--- config.mk ---
export PLATFORM = sky130hd
export DESIGN_NAME = fetch_sequencer
export DESIGN_NICKNAME = d
export VERILOG_FILES = /design/src/rtl/fetch_sequencer.sv
export SDC_FILE = /design/constraint.sdc
export NUM_CORES = 1
export LEC_CHECK = 0
export ABC_AREA = 1
export BUFFER_PORTS_ARGS = -buffer_cell sky130_fd_sc_hd__buf_4
export CAP_MARGIN = 20
export CORE_ASPECT_RATIO = 1.25
export CORE_MARGIN = 8
export CORE_UTILIZATION = 56
export DETAILED_ROUTE_END_ITERATION = 8
export PLACE_DENSITY = 0.95
export SLEW_MARGIN = 20
export SYNTH_ARGS = -nofsm -noshare
export SYNTH_HDL_FRONTEND = slang
export SYNTH_SLANG_ARGS = --single-unit
--- constraint.sdc ---
create_clock -name clk -period 3.8 [get_ports clk]
set_input_delay 0.76 -clock clk [delete_from_list [all_inputs] [get_ports clk]]
set_output_delay 0.76 -clock clk [all_outputs]
set_load 0.01 [all_outputs]
--- src/rtl/fetch_sequencer.sv ---
// Instruction fetch sequencer: loads the PC from the reset vector, then fetches
// opcode plus operand bytes over a stallable read bus and presents whole instructions.
module fetch_sequencer #(
    parameter int unsigned DATA_WIDTH   = 8,
    parameter int unsigned ADDR_WIDTH   = 16,
    parameter int unsigned MAX_OPERANDS = 2,
    parameter logic [ADDR_WIDTH-1:0] RESET_VECTOR = 16'hFFFC,
    localparam int unsigned VEC_BYTES = (ADDR_WIDTH + DATA_WIDTH - 1) / DATA_WIDTH,
    localparam int unsigned CNT_W     = $clog2(MAX_OPERANDS + 1)
) (
    input  logic                               clk,
    input  logic                               reset_n,
    input  logic                               rdy,
    input  logic [DATA_WIDTH-1:0]              din,
    input  logic [CNT_W-1:0]                   opnd_cnt,
    input  logic                               redirect,
    input  logic [ADDR_WIDTH-1:0]              redirect_addr,
    input  logic                               instr_ready,
    output logic [ADDR_WIDTH-1:0]              addr,
    output logic                               r_w_n,
    output logic                               sync,
    output logic [ADDR_WIDTH-1:0]              pc,
    output logic                               instr_valid,
    output logic [DATA_WIDTH-1:0]              opcode,
    output logic [MAX_OPERANDS*DATA_WIDTH-1:0] operand,
    output logic [CNT_W-1:0]                   opnd_count
);

    localparam int unsigned VIDX_W = (VEC_BYTES > 1) ? $clog2(VEC_BYTES) : 1;
    localparam int unsigned EXT_W  = VEC_BYTES * DATA_WIDTH;
    localparam int unsigned OPND_W = MAX_OPERANDS * DATA_WIDTH;

    typedef enum logic [1:0] {VEC, FETCH_OP, FETCH_OPND, ISSUE} state_t;

    state_t             state;
    logic [VIDX_W-1:0]  vidx;
    logic [CNT_W-1:0]   oidx;
    logic [CNT_W-1:0]   cnt_sat;
    logic [EXT_W-1:0]   pc_ext;
    logic [ADDR_WIDTH-1:0] pc_vec;
    logic [OPND_W-1:0]  operand_ins;

    // Decoder operand count clamped to what the operand register can hold
    always_comb begin
        cnt_sat = (opnd_cnt > CNT_W'(MAX_OPERANDS)) ? CNT_W'(MAX_OPERANDS) : opnd_cnt;
    end

    // Byte-lane merge of din into the PC (vector load) and operand register
    always_comb begin
        pc_ext = EXT_W'(pc);
        for (int v = 0; v < int'(VEC_BYTES); v++) begin
            if (int'(vidx) == v) pc_ext[v*DATA_WIDTH +: DATA_WIDTH] = din;
        end
        pc_vec = pc_ext[ADDR_WIDTH-1:0];

        operand_ins = operand;
        for (int i = 0; i < int'(MAX_OPERANDS); i++) begin
            if (int'(oidx) == i) operand_ins[i*DATA_WIDTH +: DATA_WIDTH] = din;
        end
    end

    // Bus address and sync decode from current state
    always_comb begin
        addr = pc;
        sync = 1'b0;
        case (state)
            VEC:      addr = RESET_VECTOR + ADDR_WIDTH'(vidx);
            FETCH_OP: sync = 1'b1;
            default:  ;
        endcase
    end

    assign r_w_n = 1'b1;

    always_ff @(posedge clk or negedge reset_n) begin
        if (!reset_n) begin
            state       <= VEC;
            vidx        <= '0;
            oidx        <= '0;
            pc          <= '0;
            opcode      <= '0;
            operand     <= '0;
            opnd_count  <= '0;
            instr_valid <= 1'b0;
        end else begin
            case (state)
                VEC: begin
                    if (rdy) begin
                        pc <= pc_vec;
                        if (vidx == VIDX_W'(VEC_BYTES - 1)) begin
                            vidx  <= '0;
                            state <= FETCH_OP;
                        end else begin
                            vidx <= vidx + VIDX_W'(1);
                        end
                    end
                end
                FETCH_OP: begin
                    if (redirect) begin
                        pc <= redirect_addr;
                    end else if (rdy) begin
                        opcode     <= din;
                        operand    <= '0;
                        opnd_count <= cnt_sat;
                        pc         <= pc + ADDR_WIDTH'(1);
                        oidx       <= '0;
                        if (cnt_sat == '0) begin
                            state       <= ISSUE;
                            instr_valid <= 1'b1;
                        end else begin
                            state <= FETCH_OPND;
                        end
                    end
                end
                FETCH_OPND: begin
                    if (redirect) begin
                        pc    <= redirect_addr;
                        state <= FETCH_OP;
                    end else if (rdy) begin
                        operand <= operand_ins;
                        pc      <= pc + ADDR_WIDTH'(1);
                        oidx    <= oidx + CNT_W'(1);
                        if (oidx == opnd_count - CNT_W'(1)) begin
                            state       <= ISSUE;
                            instr_valid <= 1'b1;
                        end
                    end
                end
                ISSUE: begin
                    // A redirect alongside instr_ready still counts as consumption
                    if (redirect) begin
                        pc          <= redirect_addr;
                        state       <= FETCH_OP;
                        instr_valid <= 1'b0;
                    end else if (instr_ready) begin
                        state       <= FETCH_OP;
                        instr_valid <= 1'b0;
                    end
                end
                default: begin
                    state       <= VEC;
                    instr_valid <= 1'b0;
                end
            endcase
        end
    end

endmodule

=== Word-level counts from Yosys, hierarchy flattened ===
Index checks and enable logic that the tools add are counted.

* Add/sub/neg operators: 5
* Multiply operators: 0
* Div/mod/pow operators: 0
* Order comparisons: 1
* Equal/unequal tests: 21
* Shift operators: 0
* Multiplexer cells: 43
* Bitwise logic cells: 1
* Reductions and logical operators: 15

{| class="wikitable"
|+ Operators with widths
! operator !! count
|-
| 2-to-1 mux 16 bit || 9
|-
| one-hot mux 16 bit (3 select lines) || 1
|-
| 2-to-1 mux 8 bit || 4
|-
| one-hot mux 16 bit (2 select lines) || 1
|-
| 2-to-1 mux 2 bit || 14
|-
| inequality test 2 bit (second input constant) || 12
|-
| adder 16 x 1 -> 16 bit (second input constant) || 1
|-
| AND reduction 6 bit || 2
|-
| 2-to-1 mux 1 bit || 11
|-
| inequality test 3 bit (second input constant) || 3
|-
| one-hot mux 2 bit (4 select lines) || 1
|-
| AND reduction 4 bit || 2
|-
| AND reduction 8 bit || 1
|-
| AND reduction 7 bit || 1
|-
| == test 2 bit (second input constant) || 3
|-
| logical NOT 2 bit || 3
|-
| AND reduction 5 bit || 1
|-
| adder 3 x 2 -> 4 bit (first input constant) || 1
|-
| one-hot mux 2 bit (2 select lines) || 1
|-
| inequality test 3 x 1 -> 1 bit (second input constant) || 1
|-
| one-hot mux 1 bit (3 select lines) || 1
|-
| AND reduction 3 bit || 1
|-
| nonzero test 3 bit || 1
|-
| adder 2 x 1 -> 2 bit (second input constant) || 1
|-
| other kinds (9) || 9
|}

* Register bits after elaboration: 48
* Latch bits: 0
* RAM bits: 0
* Memory bits (read-only): 0
* Bits of input ports: 31
* Output and inout bits: 61
* Word-level logic and storage cells: 96
* Memories: 0

=== Logic depth before layout (Yosys ltp) ===
Gate-level depths: netlist (run 1).

* Depth in word-level cells: 7
* Mapped depth: 11
* Mapped depth without buffers: 11

=== Worst setup path after synthesis (run 1) ===
OpenSTA, ideal clock, no wires.

* Kind: reg-to-output
* Start: reg state[0]
* End: out addr[10]
* Arrival time: 1224 ps
* Data required time: 3040 ps
* Path slack: 1816 ps
* Stages on the path, launching flop included: 6
* Path through: dfrtp_1 -> inv_1 -> ha_1 -> inv_1 -> clkbuf_1 -> nand2_1

* Word-level cells in the longest chain between the ends: 2

{| class="wikitable"
|+ Ends and longest elaborated chain
! what !! line !! source
|-
| from (decl) || 35 || <nowiki>state_t state;</nowiki>
|-
| from (signal assigned) || 77 || <nowiki>state <= VEC;</nowiki>
|-
| from (signal assigned) || 92 || <nowiki>state <= FETCH_OP;</nowiki>
|-
| from (signal assigned) || 108 || <nowiki>state <= ISSUE;</nowiki>
|-
| logical NOT 2 bit || 66 || <nowiki>case (state)</nowiki>
|-
| 2-to-1 mux 16 bit || 66 ||
|-
| to (decl) || 19 || <nowiki>output logic [ADDR_WIDTH-1:0] addr,</nowiki>
|}

No other way between the ends.

=== Worst setup path after layout (run 1) ===
* Start: reg state[1]
* End: out addr[15]

Same word-level chain as after synthesis.

==> flow_metrics.py, run 1 <==
metrics = {
    "worst_setup_path": {
        "r2r_start": "state[1]$_DFFE_PN0P_",
        "worstPathCellList": "inv_1, ha_1, inv_1, nand2_1, buf_4",
        "cp.required_ns": 3.04,
        "cpMostUsedCell": "inv_1",
        "start_kind": "register",
        "worstSetupPathType": "reg2out",
        "startpoint": "state[1]$_DFFE_PN0P_",
        "end_kind": "output pin",
        "cpMaxStageDelayCell": "dfrtp_1",
        "max_stage_delay_ns": 0.41,
        "critPathCapture": "addr[15]",
        "rrSetupSlack_ns": 1.62,
        "r2r-end": "pc[13]$_DFFE_PN0P_",
        "ff2ff_path_depth": 10,
        "critical_path.top_delay_family": "buffers and inverters",
        "path_depth": 5,
        "path_max_fanout": 15,
        "cp_num_buf_inv": 3,
        "crit_arrival_ns": 1.79,
    },
    "synth": {
        "ys_seq_area_frac": 0.3978,
        "synth_edf_count": 0,
        "syn_nets": 486,
        "yosys.area.top_type": "dfrtp_1",
        "yosys-top-cells-area": "dfrtp_1, nand2_1, nor2_1",
        "synthCells": 447,
        "yosys.area.top_type_share": 0.3978,
        "synthArstFlopShare": 1.000,
        "syn_area_per_cell_sq_um": 6.754,
        "yosys_most_used_dff": "dfrtp_1",
        "synth-seq-cells": 48,
        "netlist_area_sq_um": 3019,
        "yosysUniqueCellTypes": 33,
        "yosysWarningCount": 0,
    },
    "drt": {
        "drc": 0,
        "avgRoutedWirePerCell_um": 15.56,
        "wirelength_mm": 9.288,
        "dr.first_iter.drc_count": 273,
        "dr.pass1.iters": 8,
        "vias": 3226,
        "ant_nets": 0,
        "via_per_inst": 5.404,
    },
    "clock_network": {
        "cts_buffers": 5,
        "cts_setup_buffers": 0,
        "cts_hold_buf": 0,
        "cts_buffer_depth": 2,
        "numClockSinks": 48,
        "cts_tree": "done",
        "ctsRootBufferMaster": "clkbuf_8",
        "htree_num_levels": 2,
        "ctsResizeCount": 0,
        "clk_pin_slew_ns": 0.10,
        "clock_latency_ns": 0.31,
    },
    "sta": {
        "max_clock_freq_ghz": 0.3929,
        "hold_viol": 0,
        "skew_ns": 0.01085,
        "min_period_ns": 2.545,
        "rsz0062_at_grt": "no",
        "drv_slew": 0,
        "tightest_slew_ns": 0.6698,
        "period_share": 0.6697,
        "slew_headroom": 0.5518,
        "setup-violations-final": 0,
        "tns_ns": 0,
    },
    "floorplanning": {
        "pin_count": 92,
        "start_util": 0.5664,
        "die_h_um": 98.09,
        "core-area_sq_um": 5330,
        "row_count": 30,
        "die_x_um": 81.68,
        "dieArea_sq_um": 8012,
    },
    "cells_and_area": {
        "fin_util": 0.7150,
        "multi_input_area_sq_um": 1574,
        "nFillCells": 446,
        "drive_gt1_frac": 0.2176,
        "antenna_cells": 0,
        "regArea_sq_um": 1201,
        "syn_to_final_growth_pct": 26.23,
        "nNetsFinal": 571,
    },
    "hold_path": {
        "min_path_type": "in2async",
    },
    "grt": {
        "grt_usage": 0.2361,
        "grt_max_degree": 49,
        "gr-total-overflow": 0,
        "grt_pass1_wl_mm": 15.37,
        "antenna_found_initial": 0,
        "grt_pass1_vias": 3316,
    },
    "power_and_ir_drop": {
        "p_clk_frac": 0.122,
        "p_comb_frac": 0.596,
        "ir_drop_v": 0.0004955,
        "leakage_nw": 2.062,
        "power_frac_seq": 0.283,
        "p_switching_mw": 1.585,
        "power_density_nw_per_um2": 866.5,
        "sw_frac_of_total": 0.4798,
        "p_int_mw": 1.718,
    },
    "run_status": {
        "status": "completed",
    },
    "flow_run": {
        "timing.max_cap.violations": 0,
    },
    "place": {
        "buffer_ports.inserted": 90,
        "dp_hpwl_mm": 7.134,
        "gp_congestion": 0.9101,
    },
}
flip-flops by register name, summed over array words and instances (netlist names):
name / count
pc: 16
instr_valid: 1
vidx: 1
opnd_count: 2
operand: 16
oidx: 2
opcode: 8
state: 2
synth_stat cells (3+ instances only):
| cell type | n |
|---|---|
| inv_1 | 38 |
| nor2_1 | 54 |
| o21ai_1 | 3 |
| clkbuf_1 | 3 |
| dfrtp_1 | 48 |
| inv_2 | 5 |
| buf_6 | 3 |
| nand2_1 | 177 |
| o21ai_0 | 37 |
| buf_2 | 3 |
| ha_1 | 8 |
| a21oi_1 | 20 |
| nor2_4 | 3 |
| nand3_1 | 21 |
placed cells by master, fill, tap and decap left out, types with 2 or more instances in the layout:
cell	n
o21ai_0	37
o21ai_1	3
dfrtp_1	48
nand2_1	177
o21ai_2	2
ha_1	8
nand3_1	21
nand4_1	2
clkbuf_8	5
a21oi_1	20
inv_1	38
a21oi_2	2
inv_2	5
a31oi_1	2
buf_4	90
nor2_4	3
nor2_1	54
power groups by stage:
stage | registers, mW | logic [mW] | clock network (mW)
5_1_grt | 0.961 | 2.19 | 0.422
6_report | 0.933 | 1.97 | 0.402
2_1_floorplan | 0.974 | 1.13 | 0
3_5_place_dp | 0.931 | 1.95 | 0
4_1_cts | 0.925 | 1.96 | 0.408
3_3_place_gp | 0.925 | 1.90 | 0
routing by layer:
metal  vias to the layer above  GRT usage  wire length [um]
met5                         -          0                 0
met4                         0    0.08266               252
met3                        33    0.08364               965
met2                       150     0.3984              4685
met1                      1470     0.2631              3384
li1                       1573          -                 -
final cells by class:
cell class	instances	area share
multi-input cells	344	0.4130
flip-flops and latches	48	0.3152
repair buffers	90	0.1773
inverters	43	0.04235
well taps	64	0.02101
clock buffers	5	0.01806
clock inverters	3	0.01313
stage by stage:
step / worst slack, ns / hold WS, ns / instances / instance area [sq um] / power (mW)
2_1_floorplan: 1.816 / 0.4644 / 447 / 3019 / 2.107
3_3_place_gp: 1.649 / 0.4625 / 589 / 3692 / 2.822
5_1_grt: 1.143 / 0.4984 / 597 / 3811 / 3.578
3_5_place_dp: 1.520 / 0.4643 / 589 / 3692 / 2.886
6_report: 1.255 / 0.4502 / 597 / 3811 / 3.302
4_1_cts: 1.265 / 0.4715 / 597 / 3811 / 3.298
worst min path at each step:
| stage | startpoint | endpoint | slack [ns] | depth (start not counted) |
|---|---|---|---|---|
| finish | reset_n | instr_valid$_DFFE_PN0P_ | 0.45 | 1 |
| global route | reset_n | oidx[1]$_DFFE_PN0P_ | 0.50 | 1 |
| detailed placement | opcode[0]$_DFFE_PN0P_ | opcode[0]$_DFFE_PN0P_ | 0.46 | 2 |
| CTS | reset_n | pc[7]$_DFFE_PN0P_ | 0.47 | 1 |
| floorplan | reset_n | instr_valid$_DFFE_PN0P_ | 0.46 | 0 |
| global placement | opcode[1]$_DFFE_PN0P_ | opcode[1]$_DFFE_PN0P_ | 0.46 | 2 |
cell families (layout without fill, tap and decap cells):
kind of cell | after synthesis | count (layout) | share of synthesized area
AO/OA/AOI/OAI | 71 | 71 | 0.1306
AND/OR/NAND/NOR | 263 | 263 | 0.3535
XOR/XNOR | 1 | 1 | 0.002901
flip-flops | 48 | 48 | 0.3978
other | 1 | 1 | 0.001242
buffers and inverters | 55 | 141 | 0.08081
adder cells (fa/ha/maj) | 8 | 8 | 0.03316
Note: power is estimated with default switching activity, not from simulation.
==> run 2: changes to the inputs <==
--- a/config.mk
+++ b/config.mk
@@ -5,14 +5,14 @@
 export SDC_FILE = /design/constraint.sdc
 export NUM_CORES = 1
 export LEC_CHECK = 0
-export ABC_AREA = 1
+export ABC_AREA = 0
 export BUFFER_PORTS_ARGS = -buffer_cell sky130_fd_sc_hd__buf_4
 export CAP_MARGIN = 20
 export CORE_ASPECT_RATIO = 1.25
 export CORE_MARGIN = 8
-export CORE_UTILIZATION = 56
+export CORE_UTILIZATION = 52
 export DETAILED_ROUTE_END_ITERATION = 8
-export PLACE_DENSITY = 0.95
+export PLACE_DENSITY = 0.91
 export SLEW_MARGIN = 20
 export SYNTH_ARGS = -nofsm -noshare
 export SYNTH_HDL_FRONTEND = slang
==> constraint.sdc (replaced) <==
create_clock -name clk -period 2.59 [get_ports clk]
set_input_delay 0.518 -clock clk [delete_from_list [all_inputs] [get_ports clk]]
set_output_delay 0.518 -clock clk [all_outputs]
set_load 0.01 [all_outputs]
==> flow_metrics.py, run 2 <==
metrics = {
    "run_status": {
        "status": "completed",
    },
    "clock_network": {
        "ctsRootBufferMaster": "clkbuf_8",
        "cts_buffer_depth": 2,
        "cts_buffers": 5,
        "htree_num_levels": 2,
        "cts_hold_buf": 0,
        "cts_tree": "done",
        "clk_pin_slew_ns": 0.10,
        "numClockSinks": 48,
        "clock_latency_ns": 0.31,
    },
    "synth": {
        "syn_area_per_cell_sq_um": 9.554,
        "yosys-top-cells-area": "dfrtp_1, mux2_2, nand2_1",
        "synthCells": 310,
        "yosysUniqueCellTypes": 56,
        "yosysWarningCount": 0,
        "netlist_area_sq_um": 2962,
        "ys_seq_area_frac": 0.4056,
        "yosysMostFrequentCell": "dfrtp_1",
        "synth-seq-cells": 48,
        "yosys_most_used_dff": "dfrtp_1",
        "yosys.area.top_type_share": 0.4056,
        "synth_edf_count": 0,
        "syn_nets": 349,
        "synthTopCellsByCount": "dfrtp_1, nand2_1, mux2_2",
        "synthArstFlopShare": 1.000,
        "yosys.area.top_type": "dfrtp_1",
    },
    "worst_setup_path": {
        "r2r_start": "state[1]$_DFFE_PN0P_",
        "rrSetupSlack_ns": 0.28,
        "end_kind": "register",
        "cp.required_ns": 2.77,
        "r2r-end": "pc[6]$_DFFE_PN0P_",
        "crit_arrival_ns": 2.49,
        "worstSetupPathType": "reg2reg",
        "start_kind": "register",
        "path_max_fanout": 15,
        "ff2ff_path_depth": 7,
    },
    "power_and_ir_drop": {
        "finalPower_mw": 4.997,
        "ir_drop_v": 0.0006945,
        "power_density_nw_per_um2": 1314,
        "leakage_nw": 1.800,
    },
    "floorplanning": {
        "row_count": 30,
        "pin_count": 92,
        "dieArea_sq_um": 8381,
        "core-area_sq_um": 5480,
        "die_h_um": 100.4,
        "start_util": 0.5404,
        "die_x_um": 83.50,
    },
    "cells_and_area": {
        "regArea_sq_um": 1201,
        "final_common_cell": "buf_4",
        "syn_to_final_growth_pct": 28.39,
        "final_cell_mix": "buf_4, dfrtp_1, nand2_1",
        "drive_gt1_frac": 0.3924,
        "reg_top3": "operand (16), pc (16), opcode (8)",
        "nNetsFinal": 433,
        "multi_input_area_sq_um": 1655,
        "antenna_cells": 0,
        "nFillCells": 426,
    },
    "drt": {
        "wirelength_mm": 8.918,
        "avgRoutedWirePerCell_um": 19.43,
        "drc": 0,
        "via_per_inst": 6.026,
        "ant_nets": 0,
        "dr.first_iter.drc_count": 299,
        "dr.pass1.iters": 4,
        "vias": 2766,
    },
    "sta": {
        "slew_headroom": 0.5903,
        "skew_ns": 0.01354,
        "hold_viol": 0,
        "period_share": 0.8913,
        "tightest_slew_ns": 0.6146,
        "drv_slew": 0,
        "setup-violations-final": 0,
        "max_clock_freq_ghz": 0.4332,
        "hold_slack_ns": 0.2127,
        "tns_ns": 0,
        "rsz0062_at_grt": "no",
        "min_period_ns": 2.308,
    },
    "grt": {
        "grt_max_degree": 49,
        "grt_usage": 0.2082,
        "grt_pass1_vias": 2962,
        "gr-total-overflow": 0,
        "grt_pass1_wl_mm": 14.53,
        "antenna_found_initial": 0,
    },
    "place": {
        "dp_hpwl_mm": 6.631,
        "buffer_ports.inserted": 90,
        "gp_congestion": 0.9000,
    },
    "flow_run": {
        "timing.max_cap.violations": 0,
    },
    "hold_path": {
        "min_path_type": "in2async",
    },
}
run 2: report_power, final:
| group | internal [mW] | switching [mW] | total, mW |
|---|---|---|---|
| clock network | 0.389 | 0.270 | 0.659 |
| registers | 1.07 | 0.381 | 1.45 |
| logic | 1.39 | 1.50 | 2.89 |
run 2: stage by stage:
step	utilization	area, sq um	setup WS [ns]	instances
final	0.6938	3802	0.2816	459
after global routing	0.6938	3802	0.1631	459
after CTS	0.6934	3800	0.09032	459
after detailed placement	0.6683	3662	0.3680	451
after global placement	0.6683	3662	0.4843	451
after floorplan	-	2962	0.7721	310
run 2: critical path: stages (launching register included):
cell	delay [ns]
dfrtp_1	0.42
inv_1	0.13
ha_2	0.37
nor2b_1	0.18
o21ai_2	0.25
nand2_1	0.35
o21ai_0	0.35
o21ai_1	0.13
run 2: routing by layer:
| layer | share of wire | global-route usage | up-vias |
|---|---|---|---|
| li1 | - | - | 1269 |
| met1 | 0.37 | 0.2185 | 1333 |
| met4 | 0.024 | 0.09055 | 0 |
| met2 | 0.52 | 0.3735 | 143 |
| met5 | 0 | 0 | - |
| met3 | 0.088 | 0.06564 | 21 |
run 2: cells by family after synthesis:
logic type | count (synthesis) | share of synthesized area
buffers and inverters | 25 | 0.03633
XOR/XNOR | 10 | 0.02958
adder cells (fa/ha/maj) | 8 | 0.03380
flip-flops | 48 | 0.4056
AO/OA/AOI/OAI | 77 | 0.1745
other | 1 | 0.001266
multiplexers | 29 | 0.1090
AND/OR/NAND/NOR | 112 | 0.2100
run 2: worst max-delay path by stage:
stage	from	end	slack, ns	depth (start not counted)
after floorplan	state[0]$_DFFE_PN0P_	pc[10]$_DFFE_PN0P_	0.77	6
after global placement	state[0]$_DFFE_PN0P_	pc[5]$_DFFE_PN0P_	0.48	7
after detailed placement	state[1]$_DFFE_PN0P_	pc[7]$_DFFE_PN0P_	0.37	6
after CTS	state[1]$_DFFE_PN0P_	addr[0]	0.09	4
after global routing	state[1]$_DFFE_PN0P_	pc[6]$_DFFE_PN0P_	0.16	7
final	state[1]$_DFFE_PN0P_	pc[6]$_DFFE_PN0P_	0.28	7
run 2: area by class of cell:
class | instances | share of cell area
repair buffers | 92 | 0.1816
flip-flops and latches | 48 | 0.3159
inverters | 10 | 0.009872
clock inverters | 3 | 0.01810
multi-input cells | 237 | 0.4353
clock buffers | 5 | 0.01810
well taps | 64 | 0.02106
run 2: what timing repair did:
| action | 4_1_cts | 5_1_grt |
|---|---|---|
| buffers inserted | 0 | 0 |
| setup endpoints to repair | 0 | 1 |
| resized for setup | 0 | 1 |
==> run 3: changes to the inputs <==
--- a/config.mk
+++ b/config.mk
@@ -10,9 +10,10 @@
 export CAP_MARGIN = 20
 export CORE_ASPECT_RATIO = 1.25
 export CORE_MARGIN = 8
-export CORE_UTILIZATION = 52
+export CORE_UTILIZATION = 53
+export CTS_BUF_LIST = sky130_fd_sc_hd__clkbuf_4
 export DETAILED_ROUTE_END_ITERATION = 8
-export PLACE_DENSITY = 0.91
+export PLACE_DENSITY = 0.92
 export SLEW_MARGIN = 20
 export SYNTH_ARGS = -nofsm -noshare
 export SYNTH_HDL_FRONTEND = slang
==> constraint.sdc (replaced) <==
create_clock -name clk -period 2.59 [get_ports clk]
set_input_delay 0.777 -clock clk [delete_from_list [all_inputs] [get_ports clk]]
set_output_delay 0.777 -clock clk [all_outputs]
set_load 0.01 [all_outputs]
==> flow_metrics.py, run 3 (synthesized netlist as in run 2, its figures left out) <==
metrics = {
    "run_status": {
        "status": "completed",
    },
    "grt": {
        "grt_pass1_vias": 2937,
        "grt_max_degree": 49,
        "grt_usage": 0.2133,
        "gr-total-overflow": 0,
        "grt_pass1_wl_mm": 14.66,
        "antenna_found_initial": 1,
    },
    "sta": {
        "slew_headroom": 0.5808,
        "setup-violations-final": 0,
        "skew_ns": 0.008484,
        "tightest_slew_ns": 0.6288,
        "drv_slew": 0,
        "rsz0062_at_grt": "no",
        "tns_ns": 0,
        "hold_viol": 0,
        "max_clock_freq_ghz": 0.4001,
        "hold_slack_ns": 0.3893,
        "min_period_ns": 2.499,
        "period_share": 0.9651,
    },
    "clock_network": {
        "clk_pin_slew_ns": 0.14,
        "cts_tree": "done",
        "numClockSinks": 48,
        "clock_latency_ns": 0.37,
        "cts_buffers": 5,
        "cts_buffer_depth": 2,
        "htree_num_levels": 2,
        "cts_hold_buf": 0,
        "ctsRootBufferMaster": "clkbuf_4",
    },
    "worst_setup_path": {
        "worstSetupPathType": "reg2out",
        "path_max_fanout": 13,
        "end_kind": "output pin",
        "start_kind": "register",
        "cp.required_ns": 1.81,
        "crit_arrival_ns": 1.72,
    },
    "drt": {
        "vias": 2852,
        "ant_nets": 0,
        "via_per_inst": 6.120,
        "avgRoutedWirePerCell_um": 19.41,
        "wirelength_mm": 9.045,
        "dr.pass1.iters": 6,
        "dr.first_iter.drc_count": 462,
        "drc": 0,
    },
    "cells_and_area": {
        "final_common_cell": "buf_4",
        "reg_top3": "operand (16), pc (16), opcode (8)",
        "nNetsFinal": 439,
        "syn_to_final_growth_pct": 28.05,
        "final_cell_mix": "buf_4, dfrtp_1, nand2_1",
        "drive_gt1_frac": 0.3990,
    },
    "hold_path": {
        "min_path_type": "in2async",
    },
    "power_and_ir_drop": {
        "ir_drop_v": 0.0007857,
        "p_int_mw": 2.711,
        "power_density_nw_per_um2": 1284,
        "power_frac_seq": 0.297,
        "leakage_nw": 1.803,
        "p_switching_mw": 2.158,
        "p_comb_frac": 0.610,
        "sw_frac_of_total": 0.4432,
        "p_clk_frac": 0.093,
    },
    "place": {
        "dp_hpwl_mm": 6.724,
        "gp_congestion": 0.9261,
        "buffer_ports.inserted": 90,
    },
    "floorplanning": {
        "die_x_um": 82.86,
        "pin_count": 92,
        "core-area_sq_um": 5405,
        "start_util": 0.5479,
        "dieArea_sq_um": 8251,
        "die_h_um": 99.58,
        "row_count": 30,
    },
    "flow_run": {
        "timing.max_cap.violations": 0,
    },
}
==> run 3: changes by cell type in the layout (fill, tap and decap cells not counted), sizes merged <==
cell	delta
clkinv	+2
diode	+1
bufinv	-1
buf	+6
inv	-1
==> run 3: routing by layer <==
| layer | GRT usage | part of all wire | up-vias |
|---|---|---|---|
| met3 | 0.06623 | 0.098 | 41 |
| met2 | 0.3627 | 0.50 | 191 |
| li1 | - | - | 1289 |
| met1 | 0.2351 | 0.36 | 1331 |
| met4 | 0.1043 | 0.040 | 0 |
| met5 | 0 | 0 | - |
==> run 3: final cells by class <==
cell class                      count  area [sq um]
Antenna cell                        1         2.502
Clock buffer                        5         37.54
Clock inverter                      3         42.54
Fill cell                         418          1613
Inverter                           10         37.54
Multi-Input combinational cell    237          1655
Sequential cell                    48          1201
Tap cell                           64         80.08
Timing Repair Buffer               98         735.7
==> run 3: worst paths after layout <==
path	end	cells after the start	slack, ns	start
max	addr[8]	5	0.09	state[1]$_DFFE_PN0P_
min	operand[2]$_DFFE_PN0P_	1	0.39	reset_n
max reg2reg	pc[6]$_DFFE_PN0P_	7	0.39	state[1]$_DFFE_PN0P_
min reg2reg	opcode[2]$_DFFE_PN0P_	1	0.52	opcode[2]$_DFFE_PN0P_
max in group asynchronous	pc[0]$_DFFE_PN0P_	1	1.75	reset_n
min in group clk	opcode[2]$_DFFE_PN0P_	1	0.52	opcode[2]$_DFFE_PN0P_
==> run 3: worst max-delay path, stage by stage, from the launching register on <==
cell and delay [ns]:
dfrtp_1 0.40, inv_1 0.09, ha_2 0.23, buf_4 0.19, or2_2 0.30, buf_4 0.15
==> run 3: through the flow <==
| step | power (mW) | std cells | utilization | worst slack [ns] | cell area [sq um] |
|---|---|---|---|---|---|
| 2_1_floorplan | 3.113 | 310 | - | 0.5288 | 2962 |
| 3_3_place_gp | 4.251 | 456 | 0.6845 | 0.4692 | 3700 |
| 6_report | 4.868 | 466 | 0.7016 | 0.09051 | 3792 |
| 3_5_place_dp | 4.364 | 456 | 0.6845 | 0.3924 | 3700 |
| 4_1_cts | 4.849 | 465 | 0.7007 | 0.01484 | 3787 |
| 5_1_grt | 5.196 | 466 | 0.7016 | 0.006334 | 3792 |
==> run 3: repair_timing <==
action | 4_1_cts | 5_1_grt
endpoints found under the hold margin | 0 | 0
setup buffers | 1 | 0
resized for setup | 0 | 1
endpoints found under the setup margin | 10 | 11
==> run 3: power by group through the flow <==
stage          Clock (mW)  Combinational (mW)  Sequential, mW
2_1_floorplan           0                1.63            1.48
3_3_place_gp            0                2.82            1.43
3_5_place_dp            0                2.91            1.45
4_1_cts             0.468                2.95            1.43
5_1_grt             0.489                3.21            1.49
6_report            0.454                2.97            1.45
